===== src/rtl/multififo_wn_rn.sv =====
// multififo_wn_rn: multi-lane FIFO, 0..NW writes and 0..NR reads per cycle.
//   clk, rst_n (async, active low), softreset (sync clear of pointers/count/errors)
//   writes/din   : entries offered this cycle, lane 0 oldest
//   reads        : entries to retire this cycle
//   dout/dvalid  : look-ahead window of the NR oldest entries
//   wgrant/rgrant: entries actually written/retired this cycle
//   count/frees  : occupancy and free space
//   err_wr/err_rd: sticky rejected/truncated/illegal request flags
module multififo_wn_rn #(
  parameter int unsigned WIDTH   = 32,
  parameter int unsigned DEPTH   = 8,
  parameter int unsigned NW      = 1,
  parameter int unsigned NR      = 8,
  parameter int unsigned PARTIAL = 0
) (
  input  logic                        clk,
  input  logic                        rst_n,
  input  logic                        softreset,
  input  logic [$clog2(NW+1)-1:0]     writes,
  input  logic [WIDTH*NW-1:0]         din,
  input  logic [$clog2(NR+1)-1:0]     reads,
  output logic [WIDTH*NR-1:0]         dout,
  output logic [NR-1:0]               dvalid,
  output logic [$clog2(NW+1)-1:0]     wgrant,
  output logic [$clog2(NR+1)-1:0]     rgrant,
  output logic [15:0]                 count,
  output logic [15:0]                 frees,
  output logic                        err_wr,
  output logic                        err_rd
);

  localparam int unsigned WP = $clog2(DEPTH);
  localparam int unsigned CW = $clog2(NW+1);
  localparam int unsigned CR = $clog2(NR+1);

  logic [WIDTH-1:0] mem [DEPTH];
  logic [WP-1:0]    wptr;
  logic [WP-1:0]    rptr;
  logic             wr_bad;
  logic             rd_bad;

  // base < DEPTH and inc <= DEPTH, so a single conditional subtract wraps.
  function automatic logic [WP-1:0] wrap_add(input logic [WP-1:0] base, input logic [WP:0] inc);
    logic [WP:0] sum;
    sum = {1'b0, base} + inc;
    if (sum >= (WP+1)'(DEPTH))
      sum = sum - (WP+1)'(DEPTH);
    return sum[WP-1:0];
  endfunction

  assign frees = 16'(DEPTH) - count;

  // Grants judged on start-of-cycle count/frees only; no read-frees-write bypass.
  always_comb begin
    wgrant = '0;
    rgrant = '0;
    if (!softreset) begin
      if (32'(writes) <= NW) begin
        if (32'(writes) <= 32'(frees))
          wgrant = writes;
        else if (PARTIAL != 0)
          wgrant = CW'(frees);
      end
      if (32'(reads) <= NR) begin
        if (32'(reads) <= 32'(count))
          rgrant = reads;
        else if (PARTIAL != 0)
          rgrant = CR'(count);
      end
    end
    // Any nonzero request not fully granted covers illegal, rejected and truncated cases.
    wr_bad = !softreset && (writes != '0) && (wgrant != writes);
    rd_bad = !softreset && (reads  != '0) && (rgrant != reads);
  end

  always_ff @(posedge clk or negedge rst_n) begin
    if (!rst_n) begin
      wptr   <= '0;
      rptr   <= '0;
      count  <= '0;
      err_wr <= 1'b0;
      err_rd <= 1'b0;
    end else if (softreset) begin
      wptr   <= '0;
      rptr   <= '0;
      count  <= '0;
      err_wr <= 1'b0;
      err_rd <= 1'b0;
    end else begin
      wptr   <= wrap_add(wptr, (WP+1)'(wgrant));
      rptr   <= wrap_add(rptr, (WP+1)'(rgrant));
      count  <= count + 16'(wgrant) - 16'(rgrant);
      err_wr <= err_wr | wr_bad;
      err_rd <= err_rd | rd_bad;
    end
  end

  // wgrant is already zero during softreset, so storage is left untouched then.
  always_ff @(posedge clk or negedge rst_n) begin
    if (!rst_n) begin
      for (int unsigned i = 0; i < DEPTH; i++)
        mem[i] <= '0;
    end else begin
      for (int unsigned k = 0; k < NW; k++)
        if (32'(wgrant) > k)
          mem[wrap_add(wptr, (WP+1)'(k))] <= din[k*WIDTH +: WIDTH];
    end
  end

  always_comb begin
    dout   = '0;
    dvalid = '0;
    for (int unsigned i = 0; i < NR; i++) begin
      dout[i*WIDTH +: WIDTH] = mem[wrap_add(rptr, (WP+1)'(i))];
      dvalid[i]              = (32'(count) > i);
    end
  end

endmodule

===== config.mk =====
export PLATFORM = sky130hd
export DESIGN_NAME = multififo_wn_rn
export DESIGN_NICKNAME = d
export VERILOG_FILES = /design/src/rtl/multififo_wn_rn.sv
export SDC_FILE = /design/constraint.sdc
export NUM_CORES = 1
export LEC_CHECK = 0
export CAP_MARGIN = 10
export CORE_ASPECT_RATIO = 1.4
export CORE_MARGIN = 2
export CORE_UTILIZATION = 48
export DETAILED_ROUTE_END_ITERATION = 8
export PLACE_DENSITY = 0.73
export REMOVE_ABC_BUFFERS = 1
export SLEW_MARGIN = 10
export SYNTH_ARGS = -nofsm -noshare
export SYNTH_HDL_FRONTEND = slang
export SYNTH_SLANG_ARGS = --single-unit

===== constraint.sdc =====
create_clock -name clk -period 14 [get_ports clk]
set_clock_uncertainty 0.2 [all_clocks]
set_input_delay 1.4 -clock clk [delete_from_list [all_inputs] [get_ports clk]]
set_output_delay 1.4 -clock clk [all_outputs]
set_load 0.05 [all_outputs]

==> run summary <==
portion of the post-synthesis area used by sequential elements - 32.07%
Finished Core Util - 59.44%
crit path launch type - register
Final min period - 6.678 ns
transition time of the tightest slew-check pin - 1.149 ns
Avg Cell Area, Syn - 11.66 sq um
height of the chip - 256.4 um
number of fillers in the final layout - 3569
post-DR vias/cell - 6.107
accumulated negative setup slack - 0 ns
dpl ws - 7.620 ns
number of cell instances on the worst register-to-register path - 17
Root Buffer Master - clkbuf_16
proportion of total power due to net switching - 46.49%
worst ir drop on vdd - 0.2413 mV
number of buffers on the longest clock path - 3
hold bufs inserted after CTS - 0
Top Ports - 343
number of instances in the synthesized netlist - 1874
final instance count without filler cells - 2767
number of levels the H-tree was split into - 1
Die Outline Area - 0.04726 sq mm
max-cap violation count - 0
total iterations of the first detailed-routing run - 7
clock latency on the worst-skew pair - 0.55 ns
detailed-route DRC error count - 0
unrepaired setup endpoints after global routing - no
CTS tree - yes
largest net degree at the start of global routing - 160
overall power after layout - 4.424 mW
share of synthesized flip-flops with an asynchronous set or reset - 100.0%
power spent charging and discharging nets - 2.057 mW
Setup violations, final - 0
total global routing track utilization - 26.34%
reg-to-reg slack, setup - 8.15 ns
worst min path class - reg2reg
startpoint of the most critical register-to-register path - count[1]
number of cell rows - 92
PostCTS Resize Cnt - 0
flip-flop and latch count after synthesis - 280
final weighted congestion in routability-driven placement - 0.9310
final hold vios - 0
post-route clock period utilization - 47.70%
Initial DRC Count - 1372
share of final-layout standard cells stronger than drive strength 1 - 31.29%
critical setup path kind - reg2out
clock input transition at the sequential cells of the worst setup and hold paths - 0.06 ns
Mapped Area - 0.02185 sq mm
most area-hungry cell type in the Yosys netlist - dfrtp_1
total congestion overflow after global routing - 0
initial core utilization - 48.54%
post-synthesis cell type count - 53
capture instance of the worst register-to-register path - count[14]
relative contribution of sequential cells to total power - 24.4%
final count of pins violating max slew - 0
most frequently used flop master after synthesis - dfrtp_1
Max-slew headroom - 23.42%
worst endpoint data arrival time - 5.08 ns
HPWL after detailed placement - 41210 um
outcome - completed
area added between synthesis and finish - 22.47%
CP startpoint - rptr[0]
average routed wire per standard cell - 22.64 um
layout net count - 2222
vias post-DR - 16897
die outline width - 184.3 um
count of flip-flops with a built-in enable after synthesis - 0
endpoint type of the worst setup path - output pin
post-CTS setup buffer count - 0
Max Fanout on Critical Path - 76
cell leakage power - 11.65 nW
global-route wire length before repair - 96730 um
Clk pwr share - 18.9%
aggregate routed wire length - 62660 um
share of total power in combinational logic - 56.8%
required time of the critical path - 12.40 ns
number of buffers added on ports - 342
Floorplan Core Area - 0.04501 sq mm
Placed Instances - 2711
portion of synthesized cell area occupied by the leading cell type - 32.07%
number of antenna violations at the first check in global routing - 1
Setup WS post-layout - 7.322 ns
CTS sink cnt - 280
via count of the first global-routing pass - 16937
total power divided by cell area - 165.3 mW/mm^2
peak clock frequency supported by timing - 149.7 MHz
Internal Pwr Total - 2.367 mW
number of nets still failing antenna checks after routing - 0
cell types with the largest area share after synthesis - dfrtp_1, mux4_2, nand2_1, mux2_2, mux2_4
total CTS buffers - 30
worst setup path endpoint - dout[252]
YS warnings - 0
==> critical path, stage by stage, from the launching register on <==
cell and delay (ns):
dfrtp_4 0.91, inv_1 0.18, ha_4 0.80, buf_4 0.94, mux4_2 0.65, nand2_1 0.09
nand2_1 0.07, clkdlybuf4s50_1 0.70
==> layout by cell type (no fill, tap or decap), types with 3 or more instances in the layout <==
cell type / netlist / layout
nand2_1: 595 / 595
clkdlybuf4s50_1: 0 / 341
dfrtp_1: 280 / 277
mux4_2: 256 / 256
mux2_2: 197 / 197
mux2_4: 120 / 120
ha_1: 48 / 47
inv_1: 40 / 40
clkbuf_16: 0 / 31
xnor2_1: 29 / 26
nor2_1: 25 / 25
buf_4: 1 / 22
a21oi_1: 21 / 21
nor2b_1: 16 / 16
clkbuf_8: 0 / 13
nand3_1: 12 / 12
o21ai_0: 9 / 9
nor3_1: 6 / 6
o21a_1: 6 / 6
nand2b_1: 5 / 5
mux2_1: 5 / 5
nand4_1: 4 / 4
and3_1: 4 / 4
a211oi_1: 4 / 4
or4_4: 4 / 4
nor4_4: 0 / 4
clkinv_2: 0 / 4
nor4_1: 3 / 3
or4_1: 3 / 3
xor2_1: 6 / 3
xnor2_2: 0 / 3
xor2_4: 0 / 3
clkbuf_1: 80 / 3
dfrtp_4: 0 / 3
==> cells in the mapped netlist, types with 4 or more instances <==
| master | n |
|---|---|
| dfrtp_1 | 280 |
| mux2_4 | 120 |
| inv_1 | 40 |
| buf_6 | 17 |
| and3_1 | 4 |
| clkbuf_1 | 80 |
| a211oi_1 | 4 |
| nand2_1 | 595 |
| nand4_1 | 4 |
| or4_4 | 4 |
| buf_2 | 13 |
| mux2_2 | 197 |
| mux4_2 | 256 |
| nand2b_1 | 5 |
| nor4_2 | 4 |
| nor2b_1 | 16 |
| buf_1 | 28 |
| a21oi_1 | 21 |
| o21ai_0 | 9 |
| xnor2_1 | 29 |
| nand3_1 | 12 |
| nor3_1 | 6 |
| xor2_1 | 6 |
| nor2_1 | 25 |
| o21a_1 | 6 |
| ha_1 | 48 |
| mux2_1 | 5 |
==> layer usage <==
layer / GRT usage, % / routed length, um / up-vias
met2: 45.68 / 32350 / 699
li1: - / - / 7321
met4: 9.578 / 2077 / 0
met1: 32.88 / 23860 / 8758
met5: 0 / 0 / -
met3: 4.630 / 4365 / 119
==> power groups by stage <==
| stage | Combinational, mW | Clock, mW | Sequential, mW |
|---|---|---|---|
| 3_5_place_dp | 2.50 | 0 | 1.09 |
| 4_1_cts | 2.51 | 0.849 | 1.07 |
| 3_3_place_gp | 2.48 | 0 | 1.07 |
| 2_1_floorplan | 1.73 | 0 | 1.12 |
| 6_report | 2.51 | 0.835 | 1.08 |
| 5_1_grt | 2.65 | 0.883 | 1.10 |
==> sequential cells by signal, indices dropped and copies added (netlist names) <==
signal  flops
mem       256
count      16
rptr        3
wptr        3
err_rd      1
err_wr      1
==> stage by stage <==
stage                     hold slack, ns  cell area (sq um)
after floorplan                   0.3050              21180
after global placement            0.3031              25690
after detailed placement          0.3016              25690
after CTS                         0.3270              26750
after global routing              0.3579              26750
final                             0.3178              26750
==> worst min path at each step <==
| stage | startpoint | endpoint | slack (ns) | depth (start not counted) |
|---|---|---|---|---|
| 2_1_floorplan | mem[196] | mem[196] | 0.30 | 1 |
| 3_3_place_gp | err_wr | err_wr | 0.30 | 2 |
| 3_5_place_dp | err_wr | err_wr | 0.30 | 2 |
| 4_1_cts | err_wr | err_wr | 0.33 | 2 |
| 5_1_grt | err_wr | err_wr | 0.36 | 2 |
| 6_report | err_wr | err_wr | 0.32 | 2 |
==> cell families (layout without fill, tap and decap cells) <==
group           count (synthesis)  count (layout)  share of synthesized area [%]
fa+ha+maj                      51              51                          2.978
xor+xnor                       35              35                          1.403
simple gates                  688             688                          12.81
buf+inv                       179             459                          3.751
other cells                     0               2                              0
compound gates                 63              63                          1.930
mux                           578             578                          45.05
flops                         280             280                          32.07
==> area by class of cell <==
type                    instances  area (sq um)  share of cell area (%)
diodes                          2         5.005                 0.01871
clock buffers                  47         965.9                   3.610
clock inverters                 7         91.34                  0.3414
inverters                      40         150.1                  0.5612
multi-input cells            1415         14150                   52.87
flip-flops and latches        280          7018                   26.23
well taps                     611         764.5                   2.857
repair buffers                365          3613                   13.51
No activity file was read; power rests on OpenSTA's default activity.
